==> src/rtl/a78_loader_if.sv <==
// a78_loader_if: MiSTer ioctl download handshake.
//   ioctl_download  source -> loader  high for the whole file transfer
//   ioctl_wr        source -> loader  one-cycle byte strobe
//   ioctl_dout      source -> loader  download byte, valid with ioctl_wr
//   ioctl_wait      loader -> source  stall request
// master: download source side; slave: loader side.
interface a78_loader_if;
    logic       ioctl_download;
    logic       ioctl_wr;
    logic [7:0] ioctl_dout;
    logic       ioctl_wait;

    modport master (
        output ioctl_download,
        output ioctl_wr,
        output ioctl_dout,
        input  ioctl_wait
    );

    modport slave (
        input  ioctl_download,
        input  ioctl_wr,
        input  ioctl_dout,
        output ioctl_wait
    );
endinterface

==> src/rtl/a78_loader.sv <==
// a78_loader: turns the ioctl download stream into byte writes for the cartridge RAM.
// The first ten bytes are held back until the A78 magic can be checked; a matching file
// has its 128-byte header stripped (size/type latched), otherwise the held bytes are
// replayed into RAM at addresses 0..9 while the source is stalled.
// Ports:
//   clk_sys, reset_n  clock, asynchronous active-low reset
//   ioctl             download handshake (slave side)
//   ram_addr/data/wren  single-cycle RAM write port
//   hdr_valid, cart_size, cart_type  header results
//   load_done         level, set at the end of a download
//   overflow          sticky per download, a data byte fell beyond the RAM
module a78_loader #(
    parameter int unsigned AW = 16
) (
    input  logic          clk_sys,
    input  logic          reset_n,
    a78_loader_if.slave   ioctl,
    output logic [AW-1:0] ram_addr,
    output logic [7:0]    ram_data,
    output logic          ram_wren,
    output logic          hdr_valid,
    output logic [31:0]   cart_size,
    output logic [15:0]   cart_type,
    output logic          load_done,
    output logic          overflow
);

    localparam logic [71:0] Magic = 72'h41_54_41_52_49_37_38_30_30; // "ATARI7800"

    typedef enum logic [2:0] {StIdle, StCheck, StFlush, StHeader, StData, StDone} state_e;

    state_e        state_q;
    logic [24:0]   cnt_q;
    logic [7:0]    hbuf_q [10];
    logic [3:0]    flush_idx_q;
    logic [3:0]    flush_len_q;
    logic          dl_q;
    logic          wait_q;
    logic [AW-1:0] ram_addr_q;
    logic [7:0]    ram_data_q;
    logic          ram_wren_q;
    logic          hdr_valid_q;
    logic [31:0]   cart_size_q;
    logic [15:0]   cart_type_q;
    logic          load_done_q;
    logic          overflow_q;

    logic        dl_rise;
    logic        dl_fall;
    logic        accept;
    logic [24:0] data_addr;
    logic        addr_oob;
    logic        magic_ok;

    always_comb begin
        dl_rise   = ioctl.ioctl_download & ~dl_q;
        dl_fall   = ~ioctl.ioctl_download & dl_q;
        accept    = ioctl.ioctl_wr & ioctl.ioctl_download;
        data_addr = cnt_q - (hdr_valid_q ? 25'd128 : 25'd0);
        addr_oob  = (data_addr >> AW) != 25'd0;
        // Byte 9 is still on the bus when the comparison is made; byte 0 is ignored.
        magic_ok  = {hbuf_q[1], hbuf_q[2], hbuf_q[3], hbuf_q[4], hbuf_q[5],
                     hbuf_q[6], hbuf_q[7], hbuf_q[8], ioctl.ioctl_dout} == Magic;
    end

    always_ff @(posedge clk_sys or negedge reset_n) begin
        if (!reset_n) begin
            state_q     <= StIdle;
            cnt_q       <= '0;
            for (int i = 0; i < 10; i++) hbuf_q[i] <= '0;
            flush_idx_q <= '0;
            flush_len_q <= '0;
            dl_q        <= 1'b0;
            wait_q      <= 1'b0;
            ram_addr_q  <= '0;
            ram_data_q  <= '0;
            ram_wren_q  <= 1'b0;
            hdr_valid_q <= 1'b0;
            cart_size_q <= '0;
            cart_type_q <= '0;
            load_done_q <= 1'b0;
            overflow_q  <= 1'b0;
        end else begin
            dl_q       <= ioctl.ioctl_download;
            ram_wren_q <= 1'b0;
            if (dl_rise) begin
                // A new download aborts whatever was in progress, flush included.
                state_q     <= StCheck;
                hdr_valid_q <= 1'b0;
                cart_size_q <= '0;
                cart_type_q <= '0;
                load_done_q <= 1'b0;
                overflow_q  <= 1'b0;
                wait_q      <= 1'b0;
                flush_idx_q <= '0;
                flush_len_q <= '0;
                if (accept) begin
                    hbuf_q[0] <= ioctl.ioctl_dout;
                    cnt_q     <= 25'd1;
                end else begin
                    cnt_q <= '0;
                end
            end else begin
                unique case (state_q)
                    StIdle, StDone: begin
                    end
                    StCheck: begin
                        if (dl_fall) begin
                            if (cnt_q == 25'd0) begin
                                state_q     <= StDone;
                                load_done_q <= 1'b1;
                            end else begin
                                // Short file: replay what was buffered, first write now.
                                ram_wren_q  <= 1'b1;
                                ram_addr_q  <= '0;
                                ram_data_q  <= hbuf_q[0];
                                flush_idx_q <= 4'd1;
                                flush_len_q <= cnt_q[3:0];
                                wait_q      <= 1'b1;
                                state_q     <= StFlush;
                            end
                        end else if (accept) begin
                            hbuf_q[cnt_q[3:0]] <= ioctl.ioctl_dout;
                            cnt_q              <= cnt_q + 25'd1;
                            if (cnt_q == 25'd9) begin
                                if (magic_ok) begin
                                    hdr_valid_q <= 1'b1;
                                    state_q     <= StHeader;
                                end else begin
                                    ram_wren_q  <= 1'b1;
                                    ram_addr_q  <= '0;
                                    ram_data_q  <= hbuf_q[0];
                                    flush_idx_q <= 4'd1;
                                    flush_len_q <= 4'd10;
                                    wait_q      <= 1'b1;
                                    state_q     <= StFlush;
                                end
                            end
                        end
                    end
                    StFlush: begin
                        if (flush_idx_q < flush_len_q) begin
                            ram_wren_q  <= 1'b1;
                            ram_addr_q  <= AW'(flush_idx_q);
                            ram_data_q  <= hbuf_q[flush_idx_q];
                            flush_idx_q <= flush_idx_q + 4'd1;
                        end else begin
                            // Release the stall one cycle after the last write.
                            wait_q <= 1'b0;
                            if (!ioctl.ioctl_download) begin
                                state_q     <= StDone;
                                load_done_q <= 1'b1;
                                cart_size_q <= {7'd0, cnt_q};
                            end else begin
                                state_q <= StData;
                            end
                        end
                    end
                    StHeader: begin
                        if (dl_fall) begin
                            state_q     <= StDone;
                            load_done_q <= 1'b1;
                        end else if (accept) begin
                            cnt_q <= cnt_q + 25'd1;
                            if (cnt_q >= 25'd49 && cnt_q <= 25'd52)
                                cart_size_q <= {cart_size_q[23:0], ioctl.ioctl_dout};
                            if (cnt_q == 25'd53 || cnt_q == 25'd54)
                                cart_type_q <= {cart_type_q[7:0], ioctl.ioctl_dout};
                            if (cnt_q == 25'd127)
                                state_q <= StData;
                        end
                    end
                    StData: begin
                        if (dl_fall) begin
                            state_q     <= StDone;
                            load_done_q <= 1'b1;
                            if (!hdr_valid_q) cart_size_q <= {7'd0, cnt_q};
                        end else if (accept) begin
                            cnt_q <= cnt_q + 25'd1;
                            if (addr_oob) begin
                                overflow_q <= 1'b1;
                            end else begin
                                ram_wren_q <= 1'b1;
                                ram_addr_q <= data_addr[AW-1:0];
                                ram_data_q <= ioctl.ioctl_dout;
                            end
                        end
                    end
                    default: state_q <= StIdle;
                endcase
            end
        end
    end

    assign ioctl.ioctl_wait = wait_q;
    assign ram_addr         = ram_addr_q;
    assign ram_data         = ram_data_q;
    assign ram_wren         = ram_wren_q;
    assign hdr_valid        = hdr_valid_q;
    assign cart_size        = cart_size_q;
    assign cart_type        = cart_type_q;
    assign load_done        = load_done_q;
    assign overflow         = overflow_q;

endmodule
==> src/flat_wrapper.sv <==
// flat-port wrapper written by rule: the top's interface ports become plain ports
module a78_loader_flat 
#(
    parameter int unsigned AW = 16
)
  (clk_sys, reset_n, ram_addr, ram_data, ram_wren, hdr_valid, cart_size, cart_type, load_done, overflow, ioctl_ioctl_download, ioctl_ioctl_wr, ioctl_ioctl_dout, ioctl_ioctl_wait);
  a78_loader_if ioctl_i ();
  input  logic clk_sys;
  input  logic reset_n;
  output logic [AW-1:0] ram_addr;
  output logic [7:0] ram_data;
  output logic ram_wren;
  output logic hdr_valid;
  output logic [31:0] cart_size;
  output logic [15:0] cart_type;
  output logic load_done;
  output logic overflow;
  input wire logic [$bits(ioctl_i.ioctl_download)-1:0] ioctl_ioctl_download;
  input wire logic [$bits(ioctl_i.ioctl_wr)-1:0] ioctl_ioctl_wr;
  input wire logic [$bits(ioctl_i.ioctl_dout)-1:0] ioctl_ioctl_dout;
  output wire logic [$bits(ioctl_i.ioctl_wait)-1:0] ioctl_ioctl_wait;
  assign ioctl_i.ioctl_download = ioctl_ioctl_download;
  assign ioctl_i.ioctl_wr = ioctl_ioctl_wr;
  assign ioctl_i.ioctl_dout = ioctl_ioctl_dout;
  assign ioctl_ioctl_wait = ioctl_i.ioctl_wait;
  a78_loader #(.AW(AW)) u_core (.clk_sys(clk_sys), .reset_n(reset_n), .ioctl(ioctl_i), .ram_addr(ram_addr), .ram_data(ram_data), .ram_wren(ram_wren), .hdr_valid(hdr_valid), .cart_size(cart_size), .cart_type(cart_type), .load_done(load_done), .overflow(overflow));
endmodule
==> config.mk <==
export PLATFORM = sky130hd
export DESIGN_NAME = a78_loader_flat
export DESIGN_NICKNAME = d
export VERILOG_FILES = /design/src/rtl/a78_loader_if.sv /design/src/rtl/a78_loader.sv /design/src/flat_wrapper.sv
export SDC_FILE = /design/constraint.sdc
export NUM_CORES = 1
export LEC_CHECK = 0
export BUFFER_PORTS_ARGS = -buffer_cell sky130_fd_sc_hd__buf_2
export CAP_MARGIN = 20
export CORE_ASPECT_RATIO = 1.2
export CORE_MARGIN = 3
export CORE_UTILIZATION = 60
export CTS_CLUSTER_SIZE = 16
export DETAILED_ROUTE_END_ITERATION = 10
export PLACE_DENSITY = 0.82
export REMOVE_ABC_BUFFERS = 1
export SYNTH_ARGS = -nofsm -noshare
export SYNTH_HDL_FRONTEND = slang
export SYNTH_SLANG_ARGS = --single-unit
export TNS_END_PERCENT = 10
==> constraint.sdc <==
create_clock -name clk_sys -period 3.65 [get_ports clk_sys]
set_input_delay 0.5475 -clock clk_sys [delete_from_list [all_inputs] [get_ports clk_sys]]
set_output_delay 0.5475 -clock clk_sys [all_outputs]
set_load 0.005 [all_outputs]
* Yosys cells after proc, flatten, opt, wreduce, memory -nomap -nowiden *
Index checks and enable logic that the tools add are counted.

storage, ports and cells
  bits in registers = 194
  input port bits = 12
  logic and storage cells = 236

cells by class
  add/subtract/negate cells = 3
  order comparisons = 6
  eq/ne operators = 40
  mux-type cells = 116
  bitwise logic cells = 9
  reductions and logical operators = 38

operators with widths
  kind                                                  count
  two-way mux 32 bit                                    8
  two-way mux 80 bit                                    3
  two-way mux 16 bit                                    14
  two-way mux 8 bit                                     15
  two-way mux 25 bit                                    4
  case mux 32 bit (3 select lines)                      1
  bitwise mux 80 bit                                    1
  == test 72 x 71 -> 1 bit, second input constant       1
  two-way mux 4 bit                                     14
  == test 25 x 6 -> 1 bit, second input constant        2
  case mux 16 bit (3 select lines)                      1
  two-way mux 1 bit                                     37
  binary-select mux 8 bit (select 4 bit)                1
  demux 8 bit (select 4 bit)                            1
  two-way mux 3 bit                                     10
  != test 3 x 1 -> 1 bit, second input constant         10
  adder 25 x 1 -> 25 bit, second input constant         1
  == test 25 x 4 -> 1 bit, second input constant        1
  == test 25 x 7 -> 1 bit, second input constant        1
  >= comparator 25 x 6 -> 1 bit, second input constant  1
  <= comparator 25 x 6 -> 1 bit, second input constant  1
  zero test 25 bit                                      1
  nonzero test 25 bit                                   1
  subtractor 25 bit                                     1
  37 further kinds                                      81

* Depth between registers and ports, before layout *
  word-level depth = 10
  mapped depth = 10

* Least setup slack after synthesis *
No wires, ideal clock.

  kind = input to register
  start point = input ioctl_ioctl_dout[0]
  end point = register u_core.ram_addr_q[0], in the netlist u_core.ram_addr[0]
  setup time = 0.125 ns
  arrival = 2.472 ns
  data required time = 3.525 ns
  slack = 1.053 ns
  stages = 8
  buffers on the path = 1
  cell sequence = nor4bb_1 -> nand4_1 -> or4_1 -> o311a_4 -> o21ai_4 -> nand3_4 -> buf_6 -> mux2_4

between the ends
  longest elaborated chain between the ends = 3

ends and longest elaborated chain
  element                           RTL line            RTL
  from (decl)                       flat_wrapper.sv:20  input wire logic [$bits(ioctl_i.ioctl_dout)-1:0] ioctl_ioctl_dout;
  == test 72 x 71 -> 1 bit          a78_loader.sv:63    hbuf_q[6], hbuf_q[7], hbuf_q[8], ioctl.ioctl_dout} == Magic;
  != test 3 x 2 -> 1 bit (no line)  -
  AND reduction 10 bit (no line)    -
  to (signal assigned)              a78_loader.sv:144   ram_addr_q <= AW'(flush_idx_q);
  to (signal assigned)              a78_loader.sv:184   ram_addr_q <= data_addr[AW-1:0];
  to (decl)                         a78_loader.sv:39    logic [AW-1:0] ram_addr_q;

No other way between the ends.
A chain may end at the register's enable or synchronous reset.

* Final worst setup path *
  start point = register u_core.hbuf_q[30] in the netlist's numbering
  end point = register u_core.ram_addr_q[12], in the netlist u_core.ram_addr[12]

between the ends
  longest elaborated chain between the ends = 3

ends and longest elaborated chain
  element                            RTL line           RTL
  from (decl)                        a78_loader.sv:34   logic [7:0] hbuf_q [10];
  from (signal, indexed assignment)  a78_loader.sv:123  hbuf_q[cnt_q[3:0]] <= ioctl.ioctl_dout;
  == test 72 x 71 -> 1 bit           a78_loader.sv:63
  != test 3 x 2 -> 1 bit (no line)   -
  AND reduction 10 bit (no line)     -

No other way between the ends.

==> flow_summary.toml <==
[run_status]
outcome = "complete, no violations"

[clocking]
ctsHtreeMaxLevel = 4
max-clock-path-buffers = 2
clk_latency_ns = 0.45
cts_tree = "yes"
cts_sinks = 194
ctsResizeCount = 0
holdBufCountCts = 0
path_clk_slew_ns = 0.07
cts-buffers-inserted = 17
cts-root-buf = "clkbuf_16"
cts_setup_buffers = 0

[placed_design]
routabilityCongestion = 1.13
dp_hpwl_mm = 18.1
portBuffers = 88
pre_cts_ws_ns = 0.527

[layout]
fill_cells = 1185
diodes = 0
drive_gt1_share_pct = 29.2
nNetsFinal = 986
syn_to_final_growth_pct = 13.0
final_util_pct = 69.3

[critical_path]
cp_slowest_cell = "nor4b_1"
worstPathArrival_ns = 3.52
endpoint_kind = "flip-flop"
crit_chain = "nor4b_1 > nand4_1 > or4_1 > o311a_4 > o21ai_4 > nand3_4 > mux2_4"
critical-path-top-delay-family = "simple AND/OR/NAND/NOR gates"
max_stage_delay_ns = 0.66
crit_path_max_fanout = 25
critical_path_class = "flip-flop to flip-flop"
cp.required_ns = 3.97
crit_path_start_kind = "flip-flop"
crit_buf_inv = 0

[die]
rows = 51
ios = 89
start_util_pct = 61.4
die_h_um = 148
die_area_um2 = 18300
die_w_um = 124
core_area_um2 = 16300

[detailed_routing]
drt_iter0_drc = 786
detail_route.wl_per_cell_um = 22.1
vias = 7704
wirelength_mm = 26.2
firstDrtPassIters = 6
ant_nets = 0
route.detailed.drc = 0
vias_per_cell = 6.50

[yosys]
ys_ff_latch = 194
synth_edf_count = 0
syn_inst = 882
synth_cell_types = 65
seq_area_frac_synth_pct = 48.4
yosysTopAreaCell = "dfrtp_1"
dominantRegCellSynth = "dfrtp_1"
yosys-top-cells-area = "dfrtp_1 48%, mux2_2 10%, mux4_2 3.6%"
avgSynthCellArea_um2 = 11.4
synth_top_area_share_pct = 48.4
yosysMostFrequentCell = "dfrtp_1"
synth_common_cells = "194 x dfrtp_1, 94 x nand2_1, 89 x mux2_2"
yosys_warnings = 0
async_reset_ff_share_pct = 100
netlist_area_um2 = 10000

[global_routing]
grt_pass1_wl_mm = 41.6
grt_overflow_total = 0
grt_max_degree = 92
grt_usage_pct = 29.7
antenna_found_initial = 0
grt_pass1_vias = 7529

[sta]
skew_ns = 0.0109
rsz0062_at_grt = "no"
finalMaxSlewViolations = 0
hold_viol = 0
max_freq_ghz = 0.313
layout_min_cycle_time_ns = 3.20
timing.setup.tns_ns = 0
finalSetupViolCount = 0
worstMarginPinSlew_ns = 0.880
relSlewSlack_pct = 41.0
whs_ns = 0.163
post-route-period-util_pct = 87.6
finalWorstSetupSlack_ns = 0.453

[power_and_ir_drop]
power_mw = 6.63
p_per_area_nw_per_um2 = 585
p_leak_nw = 5.53
peakVddDrop_v = 0.000370

[min_path]
hold_class = "input port to async pin"

[flow_run]
maxCapViolCount = 0
[state kept, by name, summed over array words and instances, names as in the netlist, 3 cells and up]
| register | flops |
|---|---|
| u_core.hbuf_q | 80 |
| u_core.flush_len_q | 4 |
| u_core.ram_data | 8 |
| u_core.state_q | 3 |
| u_core.ram_addr | 16 |
| u_core.cart_type | 16 |
| u_core.flush_idx_q | 4 |
| u_core.cart_size | 32 |
| u_core.cnt_q | 25 |
[placed cells by master (no fill, tap or decap), types with 5 or more instances in the layout]
cell type / Yosys / final
o21ai_0: 24 / 24
mux2i_1: 34 / 34
nor3_1: 12 / 12
nor4b_1: 6 / 6
nor4_1: 15 / 15
a22o_1: 30 / 30
clkbuf_16: 0 / 17
mux2_4: 14 / 14
and3_1: 7 / 7
nand3_1: 9 / 8
nor4bb_1: 9 / 9
o31ai_1: 37 / 37
inv_6: 0 / 5
nor2_1: 55 / 55
nor2b_1: 8 / 8
a31oi_1: 5 / 5
inv_1: 19 / 19
a22oi_1: 9 / 9
nand4_1: 22 / 22
ha_1: 12 / 12
dfrtp_1: 194 / 194
a21oi_1: 10 / 10
xor2_1: 21 / 21
mux2_2: 89 / 89
mux4_2: 16 / 16
xnor2_1: 11 / 11
buf_2: 9 / 87
nand2_1: 94 / 94
buf_4: 0 / 27
o211ai_1: 8 / 8
nand2b_1: 6 / 6
[kinds of logic after synthesis]
logic type,Yosys count,synth area share (%)
compound gates,143,10.6
xor+xnor,32,2.80
fa+ha+maj,12,1.50
buf+inv,76,3.11
flops,194,48.4
mux,153,19.1
simple gates,272,14.4
[path summary, 6_finish.rpt]
kind | start | slack (ns) | endpoint | cells past startpoint
worst max-delay path | u_core.hbuf_q[30] | 0.45 | u_core.ram_addr[12] | 7
worst min-delay path | reset_n | 0.16 | u_core.cart_size[27] | 1
worst max register to register | u_core.hbuf_q[30] | 0.45 | u_core.ram_addr[12] | 7
worst min register to register | u_core.cart_size[24] | 0.48 | u_core.cart_size[24] | 2
max in group asynchronous | reset_n | 2.60 | u_core.hbuf_q[40] | 2
min in group clk_sys | ioctl_ioctl_download | 0.31 | u_core.dl_q | 1
[stage by stage]
step           instances  instance area, um^2
2_1_floorplan        826                 9790
3_3_place_gp        1155                10700
3_5_place_dp        1155                10700
4_1_cts             1186                11300
5_1_grt             1186                11300
6_report            1186                11300
[cell type report]
class                           instances  area (um^2)  area share (%)
Clock buffer                           18          429            3.79
Clock inverter                         13          149            1.31
Inverter                               20         75.1           0.663
Multi-Input combinational cell        612         4860            42.9
Sequential cell                       194         4850            42.9
Tap cell                              212          265            2.34
Timing Repair Buffer                  117          692            6.11
[metal layers]
metal	wire length [um]	track usage (%)	part of all wire, %
met1	10100	38.0	38
met2	13000	48.6	49
met3	1870	5.66	7.1
met4	1290	14.2	4.9
met5	0	0	0
[where the power goes]
part / switching (mW) / leakage [nW] / internal (mW) / total [mW]
sequential: 0.355 / 2.65 / 2.47 / 2.83
combinational: 1.04 / 2.59 / 0.888 / 1.93
clock: 0.852 / 0.280 / 1.02 / 1.87
total: 2.25 / 5.53 / 4.38 / 6.63
Note: power is estimated with default switching activity, not from simulation.
